[src/rtl/multichannel_sensor_fifo.sv]
`timescale 1ns/1ps
// multichannel_sensor_fifo
// Collects samples from NUM_CHANNELS sensor channels into one shared FIFO.
// Each channel has a one-entry holding register. A round-robin arbiter moves
// at most one held sample per cycle into the FIFO, tagged with its channel index.
//
// Ports:
//   clk, reset            clock; asynchronous active-low reset
//   sensor_valid/_data    per-channel sample strobe and data (channel i at [i*DATA_WIDTH +: DATA_WIDTH])
//   sensor_ready          channel holding register is free
//   read_enable           pop the head entry
//   fifo_output/_channel  head entry data and source channel (first-word fall-through)
//   fifo_empty/_full, almost_full/_empty, fifo_count   occupancy status
//   overflow_flag, underflow_flag, clear_flags         sticky error flags and their clear
module multichannel_sensor_fifo #(
    parameter int unsigned DATA_WIDTH         = 8,
    parameter int unsigned FIFO_DEPTH         = 32,
    parameter int unsigned NUM_CHANNELS       = 4,
    parameter int unsigned ALMOST_FULL_LEVEL  = FIFO_DEPTH - 4,
    parameter int unsigned ALMOST_EMPTY_LEVEL = 4,
    parameter int unsigned OVERWRITE_MODE     = 0
) (
    input  logic                                 clk,
    input  logic                                 reset,
    input  logic [NUM_CHANNELS-1:0]              sensor_valid,
    input  logic [NUM_CHANNELS*DATA_WIDTH-1:0]   sensor_data,
    output logic [NUM_CHANNELS-1:0]              sensor_ready,
    input  logic                                 read_enable,
    output logic [DATA_WIDTH-1:0]                fifo_output,
    output logic [$clog2(NUM_CHANNELS)-1:0]      fifo_channel,
    output logic                                 fifo_empty,
    output logic                                 fifo_full,
    output logic                                 almost_full,
    output logic                                 almost_empty,
    output logic [$clog2(FIFO_DEPTH):0]          fifo_count,
    output logic                                 overflow_flag,
    output logic                                 underflow_flag,
    input  logic                                 clear_flags
);

    localparam int unsigned AW   = $clog2(FIFO_DEPTH);
    localparam int unsigned CNTW = AW + 1;
    localparam int unsigned CW   = $clog2(NUM_CHANNELS);
    localparam int unsigned CW1  = CW + 1;

    localparam logic [CNTW-1:0] FULL_CNT = CNTW'(FIFO_DEPTH);
    localparam logic [CNTW-1:0] AF_LVL   = CNTW'(ALMOST_FULL_LEVEL);
    localparam logic [CNTW-1:0] AE_LVL   = CNTW'(ALMOST_EMPTY_LEVEL);
    localparam logic [CW1-1:0]  NCH      = CW1'(NUM_CHANNELS);
    localparam logic [CW-1:0]   LAST_CH  = CW'(NUM_CHANNELS - 1);

    typedef struct packed {
        logic [CW-1:0]         ch;
        logic [DATA_WIDTH-1:0] data;
    } entry_t;

    logic [NUM_CHANNELS-1:0]                 hold_valid_q, hold_valid_d;
    logic [NUM_CHANNELS-1:0][DATA_WIDTH-1:0] hold_data_q, hold_data_d;
    logic [CW-1:0]                           prio_q, prio_d;
    logic [CW-1:0]                           gnt_idx;
    logic                                    gnt_found;
    logic [CW1-1:0]                          cand;
    logic [AW-1:0]                           wr_ptr_q, wr_ptr_d;
    logic [AW-1:0]                           rd_ptr_q, rd_ptr_d;
    logic [CNTW-1:0]                         count_q, count_d;
    logic                                    ovf_q, ovf_d;
    logic                                    unf_q, unf_d;
    entry_t                                  mem_q [FIFO_DEPTH];
    entry_t                                  head;
    entry_t                                  wr_entry;
    logic                                    empty, full;
    logic                                    can_write, do_write, do_read, discard;

    assign empty = (count_q == '0);
    assign full  = (count_q == FULL_CNT);

    // Round-robin search starting at prio_q over occupied holding registers.
    always_comb begin
        gnt_found = 1'b0;
        gnt_idx   = '0;
        cand      = '0;
        for (int unsigned off = 0; off < NUM_CHANNELS; off++) begin
            cand = {1'b0, prio_q} + CW1'(off);
            if (cand >= NCH) begin
                cand = cand - NCH;
            end
            if (!gnt_found && hold_valid_q[cand[CW-1:0]]) begin
                gnt_found = 1'b1;
                gnt_idx   = cand[CW-1:0];
            end
        end
    end

    // Write/read qualification; in overwrite mode a write into a full FIFO
    // without a concurrent pop drops the head instead.
    always_comb begin
        do_read   = read_enable && !empty;
        can_write = !full || do_read || (OVERWRITE_MODE != 0);
        do_write  = gnt_found && can_write;
        discard   = do_write && full && !do_read;
        wr_entry.ch   = gnt_idx;
        wr_entry.data = hold_data_q[gnt_idx];
    end

    // Next state for holding registers, pointers, count, arbiter and flags.
    always_comb begin
        hold_valid_d = hold_valid_q;
        hold_data_d  = hold_data_q;
        prio_d       = prio_q;
        wr_ptr_d     = wr_ptr_q;
        rd_ptr_d     = rd_ptr_q;
        count_d      = count_q;
        ovf_d        = ovf_q;
        unf_d        = unf_q;

        // A channel is never both granted and capturing: capture needs an empty register.
        for (int unsigned i = 0; i < NUM_CHANNELS; i++) begin
            if (do_write && (gnt_idx == CW'(i))) begin
                hold_valid_d[i] = 1'b0;
            end
            if (sensor_valid[i] && !hold_valid_q[i]) begin
                hold_valid_d[i] = 1'b1;
                hold_data_d[i]  = sensor_data[i*DATA_WIDTH +: DATA_WIDTH];
            end
        end

        if (do_write) begin
            wr_ptr_d = wr_ptr_q + AW'(1);
            prio_d   = (gnt_idx == LAST_CH) ? '0 : gnt_idx + CW'(1);
        end
        if (do_read || discard) begin
            rd_ptr_d = rd_ptr_q + AW'(1);
        end
        if (do_write && !do_read && !discard) begin
            count_d = count_q + CNTW'(1);
        end else if (!do_write && do_read) begin
            count_d = count_q - CNTW'(1);
        end

        // Setting wins over a simultaneous clear.
        if (discard) begin
            ovf_d = 1'b1;
        end else if (clear_flags) begin
            ovf_d = 1'b0;
        end
        if (read_enable && empty) begin
            unf_d = 1'b1;
        end else if (clear_flags) begin
            unf_d = 1'b0;
        end
    end

    // Control state registers.
    always_ff @(posedge clk or negedge reset) begin
        if (!reset) begin
            hold_valid_q <= '0;
            hold_data_q  <= '0;
            prio_q       <= '0;
            wr_ptr_q     <= '0;
            rd_ptr_q     <= '0;
            count_q      <= '0;
            ovf_q        <= 1'b0;
            unf_q        <= 1'b0;
        end else begin
            hold_valid_q <= hold_valid_d;
            hold_data_q  <= hold_data_d;
            prio_q       <= prio_d;
            wr_ptr_q     <= wr_ptr_d;
            rd_ptr_q     <= rd_ptr_d;
            count_q      <= count_d;
            ovf_q        <= ovf_d;
            unf_q        <= unf_d;
        end
    end

    // Storage array; contents are only visible while count is non-zero.
    always_ff @(posedge clk) begin
        if (do_write) begin
            mem_q[wr_ptr_q] <= wr_entry;
        end
    end

    assign head = mem_q[rd_ptr_q];

    // Head is forced to zero when empty so reset and underflow leave a clean output.
    assign fifo_output    = empty ? '0 : head.data;
    assign fifo_channel   = empty ? '0 : head.ch;
    assign sensor_ready   = ~hold_valid_q;
    assign fifo_empty     = empty;
    assign fifo_full      = full;
    assign almost_full    = (count_q >= AF_LVL);
    assign almost_empty   = (count_q <= AE_LVL);
    assign fifo_count     = count_q;
    assign overflow_flag  = ovf_q;
    assign underflow_flag = unf_q;

endmodule

[config.mk]
export PLATFORM = sky130hd
export DESIGN_NAME = multichannel_sensor_fifo
export DESIGN_NICKNAME = d
export VERILOG_FILES = /design/src/rtl/multichannel_sensor_fifo.sv
export SDC_FILE = /design/constraint.sdc
export NUM_CORES = 1
export LEC_CHECK = 0
export ABC_AREA = 1
export ABC_CLOCK_PERIOD_IN_PS = 6700
export CELL_PAD_IN_SITES_DETAIL_PLACEMENT = 1
export CELL_PAD_IN_SITES_GLOBAL_PLACEMENT = 2
export CORE_MARGIN = 2
export CORE_UTILIZATION = 44
export CTS_BUF_LIST = sky130_fd_sc_hd__clkbuf_16
export DETAILED_ROUTE_END_ITERATION = 10
export GPL_ROUTABILITY_DRIVEN = 0
export PLACE_DENSITY_LB_ADDON = 0.2
export SETUP_SLACK_MARGIN = 0.5
export SLEW_MARGIN = 20
export SYNTH_ARGS = -nofsm -noshare
export SYNTH_HDL_FRONTEND = slang
export SYNTH_SLANG_ARGS = --single-unit
export TNS_END_PERCENT = 50
[constraint.sdc]
create_clock -name clk -period 6.7 [get_ports clk]
set_input_delay 0.67 -clock clk [delete_from_list [all_inputs] [get_ports clk]]
set_output_delay 0.67 -clock clk [all_outputs]
set_load 0.005 [all_outputs]
==> out/metrics.yaml, run 1 <==
timing:
  finalClockSkew_ns: 0.0203
  clock.fmax_mhz: 221
  setup_total_negative_slack_ns: 0
  final_hold_violation_count: 0
  period_utilization_post_route: 0.676
  finalMaxSlewViolations: 0
  max-slew-margin-rel: 0.276
  grt_setup_unrepaired: "no"
  layout_min_cycle_time_ns: 4.53
  finalSetupViolCount: 0
  timing_worst_slew_pin_value_ns: 1.08
yosys:
  synth_seq_cells: 376
  yosysWarningCount: 0
  number_of_distinct_library_cells_after_synthesis: 34
  syn_inst: 1393
  synth_nets: 1447
  ys_seq_area_frac: 0.696
  syn_area_per_cell_sq_um: 11.4
  synth.cell_area_sq_mm: 0.0158
layout:
  antenna_cells_inserted: 0
  layout.cells.most_common_list: "320 x sky130_fd_sc_hd__edfxtp_1, 270 x sky130_fd_sc_hd__nor2_1, 168 x sky130_fd_sc_hd__nand2_1, 159 x sky130_fd_sc_hd__o21ai_0, 84 x sky130_fd_sc_hd__nand3_1"
  layout.nets: 1505
  multi_input_combinational_cell_area_sq_mm: 0.00421
  regArea_sq_mm: 0.0110
  drive_above_1_share: 0.0736
  layout_commonest_cell: "sky130_fd_sc_hd__edfxtp_1"
  areaGrowthSynthToFinish_pct: 14.8
  final_util: 0.511
  filler_cell_count: 3746
clock_network:
  tritoncts: "built"
  clock_latency_ns: 0.54
  clkTransAtPathRegs_ns: 0.06
  postCtsSetupBuffers: 0
  cts.repair.resized: 0
  tritoncts.num_buffers: 41
  cts_root_buf: "sky130_fd_sc_hd__clkbuf_16"
  clk_path_buf_depth: 3
  cts_hold_repair.buffers: 0
  cts_num_sinks: 376
  htreeDepth: 2
worst_setup_path:
  timing.rr.end: "mem_q[24][2]$_DFFE_PP_"
  worstSetupStartpointType: "register"
  critical_path.max_fanout: 93
  timing.reg2reg.setup_slack_ns: 3.17
  rr_startpoint: "prio_q[0]$_DFFE_PN0N_"
  setup.worst_path.end_class: "output port"
  worst-setup-path-type: "register to output port"
  r2r_cells: 10
  cp_data_required_time_ns: 6.03
  critical_path_data_arrival_time_ns: 3.86
min_path:
  holdCritPathClass: "input pin to asynchronous set/reset pin"
global_route:
  globalRouteTotalUtil: 0.238
  number_of_antenna_violations_at_the_first_check_in_global_routing: 0
  via_count_of_the_first_global_routing_pass: 11200
  gr-total-overflow: 0
  grt_start_max_net_pins: 162
  grt_first_pass_wirelength_mm: 68.3
detailed_routing:
  vias: 10900
  detail_route.first_pass.iterations: 7
  drt.antenna.violating_nets: 0
  route.detailed.wl_per_inst_microns: 23.0
  drt_iter0_drc: 985
  wl_mm: 44.6
  route.detailed.vias_per_inst: 5.62
  remaining_drc_errors: 0
job:
  max_cap_violations: 0
floorplan:
  die_area_sq_mm: 0.0375
  die-height_microns: 194
  number_of_cell_rows: 69
  initial_core_util: 0.446
  fp.dieW_microns: 194
  core_region_area_sq_mm: 0.0355
  design.portCount: 66
run_status:
  status: "complete, no violations"
placed_design:
  place_hpwl_mm: 26.9
  buffer_ports.inserted: 65
-- state kept, by name (all words and copies together), names as in the netlist --
register and flops:
overflow_flag 1, hold_valid_q 4, rd_ptr_q 5, mem_q 320, hold_data_q 32, wr_ptr_q 5
fifo_count 6, underflow_flag 1, prio_q 2
-- worst max-delay path by stage --
stage                            endpoint               startpoint  slack, ns  depth (start not counted)
finish                    fifo_channel[0]  rd_ptr_q[0]$_DFFE_PN0P_       2.17                          8
global route              fifo_channel[0]  rd_ptr_q[0]$_DFFE_PN0P_       1.87                          8
CTS                       fifo_channel[0]  rd_ptr_q[0]$_DFFE_PN0P_       2.10                          8
detailed placement        fifo_channel[0]  rd_ptr_q[0]$_DFFE_PN0P_       2.67                          8
global placement          fifo_channel[0]  rd_ptr_q[0]$_DFFE_PN0P_       2.69                         10
floorplan           mem_q[0][0]$_DFFE_PP_    prio_q[0]$_DFFE_PN0N_       4.31                         12
-- worst max-delay path, cell delays in order (launching register included) --
cell and delay (ns):
sky130_fd_sc_hd__dfrtp_4 0.91, sky130_fd_sc_hd__buf_4 0.87, sky130_fd_sc_hd__o21ai_0 0.21, sky130_fd_sc_hd__o22ai_1 0.32, sky130_fd_sc_hd__nand2_1 0.11, sky130_fd_sc_hd__nand3_1 0.12, sky130_fd_sc_hd__nor2_1 0.05, sky130_fd_sc_hd__nor2_1 0.16
sky130_fd_sc_hd__clkdlybuf4s50_1 0.53
-- metal layers --
layer  share of wire  vias to the layer above  GRT usage
li1                -                     5030          -
met1            0.45                     5534      0.343
met2            0.47                      284      0.382
met3           0.053                       68     0.0302
met4           0.022                        0     0.0642
met5               0                        -          0
-- synthesized netlist by cell type --
| cell type | count | area (sq um) |
|---|---|---|
| sky130_fd_sc_hd__a2111oi_0 | 1 | 8.76 |
| sky130_fd_sc_hd__a21oi_1 | 37 | 185 |
| sky130_fd_sc_hd__buf_1 | 3 | 11.3 |
| sky130_fd_sc_hd__buf_2 | 21 | 105 |
| sky130_fd_sc_hd__buf_6 | 3 | 33.8 |
| sky130_fd_sc_hd__clkbuf_1 | 50 | 188 |
| sky130_fd_sc_hd__clkinv_1 | 1 | 3.75 |
| sky130_fd_sc_hd__dfrtp_1 | 56 | 1400 |
| sky130_fd_sc_hd__edfxtp_1 | 320 | 9610 |
| sky130_fd_sc_hd__fa_1 | 1 | 20.0 |
| sky130_fd_sc_hd__ha_1 | 13 | 163 |
| sky130_fd_sc_hd__inv_1 | 65 | 244 |
| sky130_fd_sc_hd__inv_2 | 2 | 7.51 |
| sky130_fd_sc_hd__inv_4 | 1 | 6.26 |
| sky130_fd_sc_hd__inv_6 | 1 | 8.76 |
| sky130_fd_sc_hd__nand2_1 | 171 | 642 |
| sky130_fd_sc_hd__nand2_2 | 5 | 31.3 |
| sky130_fd_sc_hd__nand2_4 | 3 | 33.8 |
| sky130_fd_sc_hd__nand3_1 | 84 | 420 |
| sky130_fd_sc_hd__nand3_2 | 2 | 20.0 |
| sky130_fd_sc_hd__nand3_4 | 2 | 35.0 |
| sky130_fd_sc_hd__nand4_1 | 26 | 163 |
| sky130_fd_sc_hd__nor2_1 | 272 | 1020 |
| sky130_fd_sc_hd__nor2_2 | 1 | 6.26 |
| sky130_fd_sc_hd__nor2_4 | 1 | 11.3 |
| sky130_fd_sc_hd__nor3_1 | 2 | 10.0 |
| sky130_fd_sc_hd__o211ai_1 | 24 | 180 |
| sky130_fd_sc_hd__o21ai_0 | 159 | 796 |
| sky130_fd_sc_hd__o21ai_1 | 4 | 20.0 |
| sky130_fd_sc_hd__o221ai_1 | 6 | 52.6 |
| sky130_fd_sc_hd__o22ai_1 | 43 | 269 |
| sky130_fd_sc_hd__o31ai_1 | 2 | 15.0 |
| sky130_fd_sc_hd__or2_2 | 1 | 6.26 |
| sky130_fd_sc_hd__xor2_1 | 10 | 87.6 |
-- cell families (layout without fill, tap and decap cells) --
group / Yosys count / after routing / synth area share
AO/OA/AOI/OAI: 276 / 276 / 0.0965
XOR/XNOR: 10 / 10 / 0.00554
adder cells (fa/ha/maj): 14 / 14 / 0.0116
buffers and inverters: 147 / 234 / 0.0384
flip-flops: 376 / 376 / 0.696
AND/OR/NAND/NOR: 570 / 570 / 0.152
-- through the flow --
step	setup slack, ns	hold slack (ns)	std cells	cell area (sq um)
after floorplan	4.31	0.374	1393	15800
after global placement	2.69	0.475	1869	16900
final	2.17	0.253	1941	18100
after detailed placement	2.67	0.491	1869	16900
after global routing	1.87	0.325	1941	18100
after CTS	2.10	0.300	1941	18100
-- area by class of cell --
class,count,area share
Clock buffer,42,0.0579
Clock inverter,30,0.00896
Inverter,70,0.0150
Multi-Input combinational cell,870,0.232
Sequential cell,376,0.607
Tap cell,461,0.0318
Timing Repair Buffer,92,0.0474
Power of run 1 is left out: the tool's default activity adds up to more than one toggle a clock period on the data nets, which glitch-free logic cannot reach.
==> run 2: changes to the inputs <==
Settings changed: ABC_CLOCK_PERIOD_IN_PS 6700 to 4600, CORE_UTILIZATION 44 to 41.
Clock period 6.7 ns to 4.6 ns, I/O delays scaled along.
==> run 2 against run 1 <==
Against the previous run: first-iteration DRC count shrank 19%; core utilization shrank 2.3 points; design area grew 1.8%; die area grew 7.2%; clock-buffer cell count grew 1; clock skew shrank 0.0086 ns; global-route usage shrank 0.37 points; sequential cell count is the same; sequential share of layout area shrank 1.1 points; setup slack lost 1.4 ns; critical path depth is the same.
==> out/metrics.yaml, run 2 (synthesis gave the netlist of run 1 again) <==
layout:
  antenna_cells_inserted: 0  # unchanged
  layoutNonFillerInstCount: 2021  # +4.1%
  areaGrowthSynthToFinish_pct: 16.8
  largest-register: "mem_q"
  filler_cell_count: 4072  # +8.7%
  final_util: 0.488  # -0.0232
  layout_commonest_cell: "sky130_fd_sc_hd__edfxtp_1"
  layout.cells.most_common_list: "320 x sky130_fd_sc_hd__edfxtp_1, 271 x sky130_fd_sc_hd__nor2_1, 171 x sky130_fd_sc_hd__nand2_1, 159 x sky130_fd_sc_hd__o21ai_0, 84 x sky130_fd_sc_hd__nand3_1"
  drive_above_1_share: 0.0881  # +0.0144
  layout.nets: 1532  # +1.8%
  largest_reg_flops: 320  # unchanged
timing:
  timing_worst_slew_pin_value_ns: 1.08  # -0.00580 ns
  layout_min_cycle_time_ns: 3.83
  max-slew-margin-rel: 0.280  # +0.00388
  grt_setup_unrepaired: "no"
  finalClockSkew_ns: 0.0118  # -0.00858 ns
  timing.hold.ws_ns: 0.452  # +0.199 ns
  finalMaxSlewViolations: 0  # unchanged
  clock.fmax_mhz: 261
  period_utilization_post_route: 0.832
  setup_total_negative_slack_ns: 0  # unchanged
  final_hold_violation_count: 0  # unchanged
  finalSetupViolCount: 0  # unchanged
floorplan:
  design.portCount: 66  # unchanged
  initial_core_util: 0.418  # -0.0278
  die-height_microns: 200  # +3.5%
  die_area_sq_mm: 0.0402  # +7.2%
  number_of_cell_rows: 71  # +2.9%
  core_region_area_sq_mm: 0.0378  # +6.7%
  fp.dieW_microns: 200  # +3.5%
worst_setup_path:
  worst-setup-path-type: "register to output port"
  timing.rr.end: "mem_q[11][6]$_DFFE_PP_"
  cp_data_required_time_ns: 4.14  # -1.89 ns
  worstSetupStartpointType: "register"
  timing.reg2reg.setup_slack_ns: 1.40  # -1.77 ns
  setup.worst_path.end_class: "output port"
  critical_path_data_arrival_time_ns: 3.37  # -0.49 ns
  critical_path.max_fanout: 50  # -46%
  rr_startpoint: "prio_q[0]$_DFFE_PN0N_"
  r2r_cells: 11  # +1
detailed_routing:
  detail_route.first_pass.iterations: 5  # -2
  wl_mm: 46.7  # +4.7%
  remaining_drc_errors: 0  # unchanged
  route.detailed.vias_per_inst: 5.49  # -2.4%
  vias: 11100  # +1.6%
  drt_iter0_drc: 800  # -19%
  drt.antenna.violating_nets: 0  # unchanged
  route.detailed.wl_per_inst_microns: 23.1  # +0.54%
clock_network:
  clk_path_buf_depth: 3  # unchanged
  cts_root_buf: "sky130_fd_sc_hd__clkbuf_16"
  clkTransAtPathRegs_ns: 0.06  # about the same
  clock_latency_ns: 0.56  # +0.02 ns
  tritoncts: "built"
  cts_num_sinks: 376  # unchanged
  tritoncts.num_buffers: 42  # +2.4%
  htreeDepth: 2  # unchanged
  postCtsSetupBuffers: 0  # unchanged
placed_design:
  buffer_ports.inserted: 65  # unchanged
  placed_instances: 1944  # +4.0%
  place_hpwl_mm: 28.4  # +5.7%
run_status:
  status: "complete, no violations"
global_route:
  grt_start_max_net_pins: 163  # +0.62%
  globalRouteTotalUtil: 0.234  # -0.00368
  gr-total-overflow: 0  # unchanged
  grt_first_pass_wirelength_mm: 71.0  # +3.8%
  via_count_of_the_first_global_routing_pass: 11500  # +2.4%
  number_of_antenna_violations_at_the_first_check_in_global_routing: 1  # +1
min_path:
  min_delay_worst_endpoint: "overflow_flag$_DFFE_PN0P_"
  holdCritPathClass: "input pin to register"
  cell_depth_of_the_worst_min_delay_path: 2
  worstHoldStart: "clear_flags"
job:
  max_cap_violations: 0  # unchanged
## run 2: changes by cell type in the layout (fill, tap and decap cells not counted), sizes merged
cell         delta
bufinv          +1
clkinv          +5
clkinvlp        +2
clkbuf          +1
buf            +25
dlygate4sd3     +1
inv             -5
## run 2: cell type report
cell class | instances | area [sq um] | share of cell area
well taps | 511 | 639 | 0.0346
repair buffers | 118 | 1070 | 0.0580
multi-input cells | 870 | 4200 | 0.227
clock inverters | 33 | 200 | 0.0108
inverters | 70 | 273 | 0.0148
flip-flops and latches | 376 | 11000 | 0.596
clock buffers | 43 | 1080 | 0.0582
## run 2: routing by layer
| layer | share of wire | track usage |
|---|---|---|
| met1 | 0.43 | 0.313 |
| met3 | 0.049 | 0.0361 |
| met5 | 0 | 0 |
| met4 | 0.033 | 0.0862 |
| met2 | 0.48 | 0.389 |
## run 2: how the worst max path moves through the flow
stage,startpoint,end,slack (ns)
detailed placement,rd_ptr_q[1]$_DFFE_PN0P_,fifo_output[6],1.27
CTS,rd_ptr_q[1]$_DFFE_PN0P_,fifo_output[6],0.66
floorplan,prio_q[0]$_DFFE_PN0N_,mem_q[0][0]$_DFFE_PP_,2.21
global placement,rd_ptr_q[1]$_DFFE_PN0P_,fifo_output[6],1.28
finish,rd_ptr_q[1]$_DFFE_PN0P_,fifo_output[6],0.77
global route,rd_ptr_q[1]$_DFFE_PN0P_,fifo_output[4],0.59
## run 2: timing repair
item / CTS / global route
endpoints found under the hold margin: 24 / 0
hold buffers: 1 / 0
gates resized for setup: 0 / 0
## run 2: critical path, cell delays in order, from the launching register on
cell	delay [ns]
sky130_fd_sc_hd__dfrtp_4	0.80
sky130_fd_sc_hd__buf_4	0.41
sky130_fd_sc_hd__o21ai_0	0.15
sky130_fd_sc_hd__o211ai_1	0.23
sky130_fd_sc_hd__nand3_1	0.21
sky130_fd_sc_hd__nand3_1	0.18
sky130_fd_sc_hd__nor2_1	0.06
sky130_fd_sc_hd__nor2_1	0.20
sky130_fd_sc_hd__clkdlybuf4s50_1	0.53
## run 2: per-stage QoR
step                area, sq um  setup WS [ns]
finish                    18500          0.774
global route              18500          0.592
CTS                       18500          0.664
detailed placement        17200           1.27
global placement          17200           1.28
floorplan                 15800           2.21
Power of run 2 is left out for the same reason.
==> run 3: changes to the inputs <==
Settings changed: ABC_CLOCK_PERIOD_IN_PS 4600 to 3800.
Clock period 4.6 ns to 3.8 ns, I/O delays scaled along.
==> run 3 against run 2 <==
Against the previous run: critical path depth grew 2; final cell count grew 1.4%; core utilization grew 1.7 points; global-route usage grew 0.93 points; via count grew 1.7%; sequential cell count is the same.
==> out/metrics.yaml, run 3 (synthesis gave the netlist of run 1 again) <==
floorplan:
  die_area_sq_mm: 0.0402  # unchanged
  number_of_cell_rows: 71  # unchanged
  core_region_area_sq_mm: 0.0378  # unchanged
  fp.dieW_microns: 200  # unchanged
  initial_core_util: 0.418  # unchanged
  design.portCount: 66  # unchanged
  die-height_microns: 200  # unchanged
min_path:
  min_delay_worst_endpoint: "overflow_flag$_DFFE_PN0P_"
  cell_depth_of_the_worst_min_delay_path: 2  # unchanged
  holdCritPathClass: "input pin to register"
  worstHoldStart: "clear_flags"
placed_design:
  buffer_ports.inserted: 65  # unchanged
  placed_instances: 1955  # +0.57%
  place_hpwl_mm: 28.2  # -0.96%
timing:
  setup_total_negative_slack_ns: 0  # unchanged
  finalSetupViolCount: 0  # unchanged
  layout_min_cycle_time_ns: 3.32
  final_hold_violation_count: 0  # unchanged
  period_utilization_post_route: 0.873
  timing_worst_slew_pin_value_ns: 0.948  # -0.128 ns
  grt_setup_unrepaired: "yes"
  timing.hold.ws_ns: 0.396  # -0.0552 ns
  max-slew-margin-rel: 0.366  # +0.0855
  clock.fmax_mhz: 302
  finalClockSkew_ns: 0.00993  # -0.00183 ns
  finalMaxSlewViolations: 0  # unchanged
worst_setup_path:
  timing.rr.end: "mem_q[0][2]$_DFFE_PP_"
  worstSetupStartpoint: "rd_ptr_q[0]$_DFFE_PN0P_"
  rr_startpoint: "prio_q[0]$_DFFE_PN0N_"
  cp_data_required_time_ns: 3.42  # -0.72 ns
  critical_path.max_fanout: 10  # -80%
  setup.worst_path.end_class: "output port"
  critical_path_data_arrival_time_ns: 2.94  # -0.43 ns
  worst-setup-path-type: "register to output port"
  timing.reg2reg.setup_slack_ns: 0.67  # -0.73 ns
  worstSetupStartpointType: "register"
  r2r_cells: 10  # -1
layout:
  areaGrowthSynthToFinish_pct: 20.8
  layout.nets: 1562  # +2.0%
  layoutNonFillerInstCount: 2050  # +1.4%
  filler_cell_count: 4051  # -0.52%
  regArea_sq_mm: 0.0110  # unchanged
  largest_reg_flops: 320  # unchanged
  antenna_cells_inserted: 0  # unchanged
  drive_above_1_share: 0.118  # +0.0295
  multi_input_combinational_cell_area_sq_mm: 0.00425  # +1.3%
  layout_commonest_cell: "sky130_fd_sc_hd__edfxtp_1"
  layout.cells.most_common_list: "320 x sky130_fd_sc_hd__edfxtp_1, 262 x sky130_fd_sc_hd__nor2_1, 169 x sky130_fd_sc_hd__nand2_1, 157 x sky130_fd_sc_hd__o21ai_0, 81 x sky130_fd_sc_hd__nand3_1"
  largest-register: "mem_q"
run_status:
  status: "complete, no violations"
detailed_routing:
  route.detailed.wl_per_inst_microns: 23.7  # +2.6%
  route.detailed.vias_per_inst: 5.51  # +0.29%
  wl_mm: 48.6  # +4.1%
  drt_iter0_drc: 691  # -14%
  remaining_drc_errors: 0  # unchanged
  detail_route.first_pass.iterations: 5  # unchanged
  vias: 11300  # +1.7%
  drt.antenna.violating_nets: 0  # unchanged
global_route:
  number_of_antenna_violations_at_the_first_check_in_global_routing: 0  # -1
  globalRouteTotalUtil: 0.243  # +0.00925
  via_count_of_the_first_global_routing_pass: 11900  # +3.7%
  grt_first_pass_wirelength_mm: 73.5  # +3.6%
  grt_start_max_net_pins: 44  # -73%
  gr-total-overflow: 0  # unchanged
clock_network:
  cts_root_buf: "sky130_fd_sc_hd__clkbuf_16"
  tritoncts.num_buffers: 42  # unchanged
  htreeDepth: 2  # unchanged
  clock_latency_ns: 0.55  # about the same
  cts_num_sinks: 376  # unchanged
  tritoncts: "built"
  clkTransAtPathRegs_ns: 0.06  # about the same
  clk_path_buf_depth: 3  # unchanged
job:
  max_cap_violations: 0  # unchanged
[run 3: cell types whose count changed in the layout (fill, tap and decap cells not counted), moves of 4 or more]
| cell | previous run | this run |
|---|---|---|
| sky130_fd_sc_hd__clkbuf_16 | 43 | 48 |
| sky130_fd_sc_hd__buf_16 | 0 | 8 |
| sky130_fd_sc_hd__nor2_1 | 271 | 262 |
| sky130_fd_sc_hd__nor2_2 | 2 | 11 |
| sky130_fd_sc_hd__buf_4 | 50 | 59 |
| sky130_fd_sc_hd__buf_6 | 0 | 6 |
| sky130_fd_sc_hd__clkinv_1 | 14 | 10 |
[run 3: worst max-delay path, stage by stage, from the launching register on]
cell and delay (ns):
sky130_fd_sc_hd__dfrtp_4 0.58, sky130_fd_sc_hd__inv_12 0.13, sky130_fd_sc_hd__buf_16 0.17, sky130_fd_sc_hd__buf_4 0.15, sky130_fd_sc_hd__o21ai_0 0.07, sky130_fd_sc_hd__o22ai_1 0.25, sky130_fd_sc_hd__o21ai_1 0.10, sky130_fd_sc_hd__nor2_1 0.23
sky130_fd_sc_hd__nor2_1 0.08, sky130_fd_sc_hd__nor2_2 0.10, sky130_fd_sc_hd__clkdlybuf4s50_1 0.51
[run 3: routing by layer]
layer	track usage	vias up	wire length, microns
li1	-	5154	-
met1	0.308	5733	20400
met2	0.421	318	24200
met3	0.0417	83	2460
met4	0.0878	0	1580
met5	0	-	0
[run 3: timing repair]
item / CTS / global route
cloned: 7 / 2
pin swaps: 7 / 9
hold buffers: 1 / 0
endpoints found under the hold margin: 5 / 0
gates resized for setup: 33 / 14
setup buffers: 8 / 2
setup endpoints to repair: 10 / 71
[run 3: metrics by stage]
step	cell area [sq um]	setup WS, ns	util
3_5_place_dp	17300	0.635	0.457
2_1_floorplan	15800	1.41	-
6_report	19100	0.484	0.505
5_1_grt	19100	0.380	0.505
3_3_place_gp	17300	0.669	0.457
4_1_cts	19000	0.495	0.502
[run 3: cell type report]
class,instances,area share
Inverter,70,0.0150
Sequential cell,376,0.577
Multi-Input combinational cell,870,0.223
Timing Repair Buffer,147,0.0823
Clock buffer,46,0.0603
Timing Repair inverter,1,0.000458
Clock inverter,29,0.00917
Tap cell,511,0.0335
[run 3: worst max path at each step]
stage                                  to  cells past startpoint
finish                     fifo_output[4]                     10
global route        mem_q[8][2]$_DFFE_PP_                     10
CTS                        fifo_output[0]                     10
detailed placement  mem_q[0][1]$_DFFE_PP_                     10
global placement           fifo_output[4]                      9
floorplan           mem_q[0][0]$_DFFE_PP_                     12
Power of run 3 is left out for the same reason.
